[src/rtl/req_agent.sv]
// Client-side request agent: buffers upstream commands, requests the arbiter while
// anything is buffered, issues one command per grant and flags starvation.
module req_agent #(
    parameter int DATA_W  = 8,
    parameter int DEPTH   = 4,
    parameter int TIMEOUT = 15
) (
    input  logic                       clk,
    input  logic                       rst_n,
    input  logic                       cmd_valid,
    output logic                       cmd_ready,
    input  logic [DATA_W-1:0]          cmd_data,
    output logic                       req,
    input  logic                       grant,
    output logic                       out_valid,
    output logic [DATA_W-1:0]          out_data,
    output logic [$clog2(DEPTH+1)-1:0] pending,
    output logic                       starve
);

    localparam int PW = $clog2(DEPTH);
    localparam int CW = $clog2(DEPTH + 1);
    localparam int TW = $clog2(TIMEOUT + 1);

    typedef enum logic [1:0] {IDLE, WAIT, STARVE} state_t;

    state_t              state, state_next;
    logic [PW-1:0]       wr_ptr, rd_ptr;
    logic [CW-1:0]       count, count_next;
    logic [TW-1:0]       wait_cnt, wait_next;
    logic [DATA_W-1:0]   mem [DEPTH];
    logic                push, pop;

    assign cmd_ready = (count < CW'(DEPTH));
    assign req       = (count != '0);
    assign pending   = count;
    assign push      = cmd_valid && cmd_ready;
    // A grant only counts while we are actually requesting.
    assign pop       = req && grant;

    always_comb begin
        count_next = count;
        if (push && !pop)
            count_next = count + CW'(1);
        else if (pop && !push)
            count_next = count - CW'(1);
    end

    always_comb begin
        wait_next = wait_cnt;
        if (!req || pop)
            wait_next = '0;
        else if (wait_cnt != TW'(TIMEOUT))
            wait_next = wait_cnt + TW'(1);
    end

    always_comb begin
        state_next = state;
        case (state)
            IDLE:    if (push) state_next = WAIT;
            WAIT:    if (count_next == '0)
                         state_next = IDLE;
                     else if (wait_next == TW'(TIMEOUT))
                         state_next = STARVE;
            STARVE:  if (pop) state_next = (count_next == '0) ? IDLE : WAIT;
            default: state_next = IDLE;
        endcase
    end

    // Payload storage carries no reset so it can map onto RAM.
    always_ff @(posedge clk) begin
        if (push)
            mem[wr_ptr] <= cmd_data;
    end

    always_ff @(posedge clk or negedge rst_n) begin
        if (!rst_n) begin
            wr_ptr    <= '0;
            rd_ptr    <= '0;
            count     <= '0;
            wait_cnt  <= '0;
            state     <= IDLE;
            out_valid <= 1'b0;
            out_data  <= '0;
            starve    <= 1'b0;
        end else begin
            count     <= count_next;
            wait_cnt  <= wait_next;
            state     <= state_next;
            starve    <= (state_next == STARVE);
            out_valid <= pop;
            if (push)
                wr_ptr <= wr_ptr + PW'(1);
            if (pop) begin
                rd_ptr   <= rd_ptr + PW'(1);
                out_data <= mem[rd_ptr];
            end
        end
    end

endmodule

[config.mk]
export PLATFORM = sky130hd
export DESIGN_NAME = req_agent
export DESIGN_NICKNAME = d
export VERILOG_FILES = /design/src/rtl/req_agent.sv
export SDC_FILE = /design/constraint.sdc
export NUM_CORES = 1
export LEC_CHECK = 0
export CAP_MARGIN = 20
export CORE_MARGIN = 2
export CORE_UTILIZATION = 47
export DETAILED_ROUTE_END_ITERATION = 16
export HOLD_SLACK_MARGIN = 0.12
export PLACE_DENSITY = 0.69
export SLEW_MARGIN = 20
export SYNTH_ARGS = -nofsm -noshare
export SYNTH_HDL_FRONTEND = slang
export SYNTH_SLANG_ARGS = --single-unit
[constraint.sdc]
create_clock -name clk -period 3.1 [get_ports clk]
set_input_delay 0.62 -clock clk [delete_from_list [all_inputs] [get_ports clk]]
set_output_delay 0.62 -clock clk [all_outputs]
set_load 0.005 [all_outputs]
==> key figures <==
Power
  – Maximum VDD drop: 0.531 mV
  – Leakage power: 1.03 nW
  – Total power: 2.31 mW
  – Power density over the cells: 836 nW/um2

Timing
  – Final setup violation count: 0
  – Unrepaired setup endpoints after global routing: no
  – Total negative slack: 0 ns
  – Period utilization: 0.786
  – Worst Skew: 0.00900 ns
  – FMAX: 410 MHz
  – Final Hold Fails: 0
  – Min cycle time layout: 2.44 ns
  – Final Hold Slack: 0.507 ns
  – Worst slew pin tran: 0.598 ns
  – Rel. slew slack: 0.602
  – Slew Viols, Final: 0

Floorplanning
  – Die width: 74.5 um
  – Rows: 25
  – Die area: 5550 um2
  – I/O Pins: 27
  – Core ar.: 4750 um2
  – Overall die height: 74.5 um
  – Initial Util: 0.492

Cells and area
  – Nets: 197
  – Layout cells sized above 1: 0.152
  – Multi-input logic area: 742 um2
  – Antenna fix cells: 0
  – Fill count: 375
  – Post-Layout Inst Area: 2770 um2
  – Area growth syn-to-layout: 18.4%
  – Register area: 1540 um2

GRT
  – Number of antenna violations at the first check in global routing: 0
  – First-pass GRT wire length: 6140 um
  – Largest net degree at the start of global routing: 24
  – Total track usage: 0.151
  – GRT Residual Overflow: 0
  – Vias in the first global route: 1282

Critical path
  – R2r setup slk: 0.98 ns
  – Worst setup EP type: output pin
  – RR Startpoint: pending[1]$_DFF_PN0_
  – RR Endpoint: state[1]$_DFF_PN0_
  – CP required: 2.48 ns
  – CP Class: flop to output pin
  – Worst Path Arrival: 1.82 ns
  – Worst R2R Path Depth: 7
  – CP startpoint kind: flop
  – Worst-path maximum fanout: 7

Synthesis
  – Post-Synthesis Cells: 148
  – Asr flop ratio synth: 0.418
  – Top-count cell post-synth: edfxtp_1
  – Syn. warnings: 0
  – Synth top area cells: edfxtp_1, dfrtp_1, mux4_2
  – Syn nets: 168
  – Distinct cell type count after synthesis: 36
  – Most frequent cells after synthesis: edfxtp_1, dfrtp_1
  – Sequential area share after synthesis: 0.657
  – Avg Synthesized Cell Area: 15.8 um2
  – Cell taking the most area after synthesis: edfxtp_1
  – Yosys reg bits: 55
  – Synth Flop Type: edfxtp_1
  – EDFF count, synth: 32
  – Post-Syn Area: 2340 um2
  – Post-synth top area share: 0.411

Detailed routing
  – Via density: 5.22
  – First drt pass iteration count: 4
  – Routed vias: 1280
  – DR iter-0 viols: 69
  – Residual DRC count: 0
  – WL per Instance: 15.7 um
  – Post-DRT Antenna Nets: 0
  – Post-Route WL: 3840 um

Clocking
  – Clk sinks: 55
  – Max clock buf depth: 2
  – TritonCTS Buffers: 5
  – Post-CTS Resized: 0
  – Setup Fix Bufs, Post-CTS: 0
  – CTS Hold Bufs: 0
  – H-tree depth: 2
  – TritonCTS clock tree: yes
  – Clk slew on worst S/H paths: 0.09 ns
  – Clk Latency, worst-skew pair: 0.30 ns
  – Clock root buffer: clkbuf_8

Placed design
  – Placed cell area: 2660 um2
  – Port buffer count: 26
  – Routability cong.: 0.847
  – Hpwl dp: 2750 um

Job
  – Max Cap Violations: 0

Run status
  – Outcome: finished clean

Min path
  – Worst min path class: flop to flop
  – Hold Crit Start: state[1]$_DFF_PN0_
  – Hold Path Sink: state[0]$_DFF_PN0_
  – Hold Path Depth: 1
## metal layers
metal	up-vias	routed length [um]	track usage
met5	-	0	0
met4	0	36	0.0536
met3	4	113	0.0366
met2	22	1980	0.247
met1	641	1700	0.199
li1	613	-	-
## kinds of logic (layout without fill, tap and decap cells)
| family | count (synthesis) | after routing | synth area share |
|---|---|---|---|
| multiplexers | 17 | 17 | 0.120 |
| adder cells (fa/ha/maj) | 8 | 8 | 0.0428 |
| AO/OA/AOI/OAI | 17 | 17 | 0.0557 |
| AND/OR/NAND/NOR | 32 | 32 | 0.0766 |
| XOR/XNOR | 6 | 6 | 0.0225 |
| flip-flops | 55 | 55 | 0.657 |
| buffers and inverters | 13 | 43 | 0.0252 |
## state kept, by name (all words and copies together), names as in the netlist
name	flops
starve	1
out_valid	1
wr_ptr	2
state	2
rd_ptr	2
out_data	8
pending	3
wait_cnt	4
mem	32
## power by group
| part | switching [mW] | internal (mW) | leakage [nW] |
|---|---|---|---|
| clock | 0.216 | 0.237 | 0.0556 |
| sequential | 0.164 | 0.948 | 0.571 |
| combinational | 0.298 | 0.451 | 0.400 |
| total | 0.679 | 1.63 | 1.03 |
## final cells by class
type	count	area share
clock buffer	5	0.0249
clock inverter	3	0.0140
inverter	8	0.0108
multi-input combinational	80	0.268
sequential	55	0.555
tap	67	0.0303
timing repair buffer	27	0.0967
## metrics by stage
step | worst slack (ns) | instances | util
4_1_cts | 0.669 | 245 | 0.582
6_report | 0.663 | 245 | 0.582
2_1_floorplan | 1.18 | 148 | -
5_1_grt | 0.572 | 245 | 0.582
3_5_place_dp | 0.504 | 237 | 0.559
3_3_place_gp | 0.596 | 237 | 0.559
## critical path, stage by stage, from the launching register on
cell	delay, ns
dfrtp_1	0.48
inv_1	0.12
ha_1	0.26
nand2b_2	0.15
clkdlybuf4s50_1	0.52
## how the worst max path moves through the flow
stage	startpoint	to	slack (ns)	cells after the start
6_report	pending[1]$_DFF_PN0_	req	0.66	4
5_1_grt	pending[1]$_DFF_PN0_	req	0.57	4
2_1_floorplan	pending[1]$_DFF_PN0_	starve$_DFF_PN0_	1.18	7
4_1_cts	pending[1]$_DFF_PN0_	req	0.67	4
3_3_place_gp	grant	starve$_DFF_PN0_	0.60	6
3_5_place_dp	cmd_valid	mem[3][6]$_DFFE_PP_	0.50	3
## placed cells by master, fill, tap and decap left out, drive strengths merged
cell	count
a211oi	1
a21o	1
a21oi	1
a31oi	2
and2	4
buf	1
bufinv	1
clkbuf	5
clkdlybuf4s50	26
clkinv	2
dfrtp	23
edfxtp	32
ha	8
inv	8
mux2	8
mux2i	1
mux4	8
nand2	8
nand2b	3
nand3	2
nand3b	1
nand4b	1
nor2	5
nor2b	2
nor3	3
nor3b	1
o2111a	1
o211a	1
o21ai	2
o22ai	1
o2bb2ai	1
o31ai	1
o32ai	5
or3b	2
xnor2	6
No activity file was read; power rests on OpenSTA's default activity.
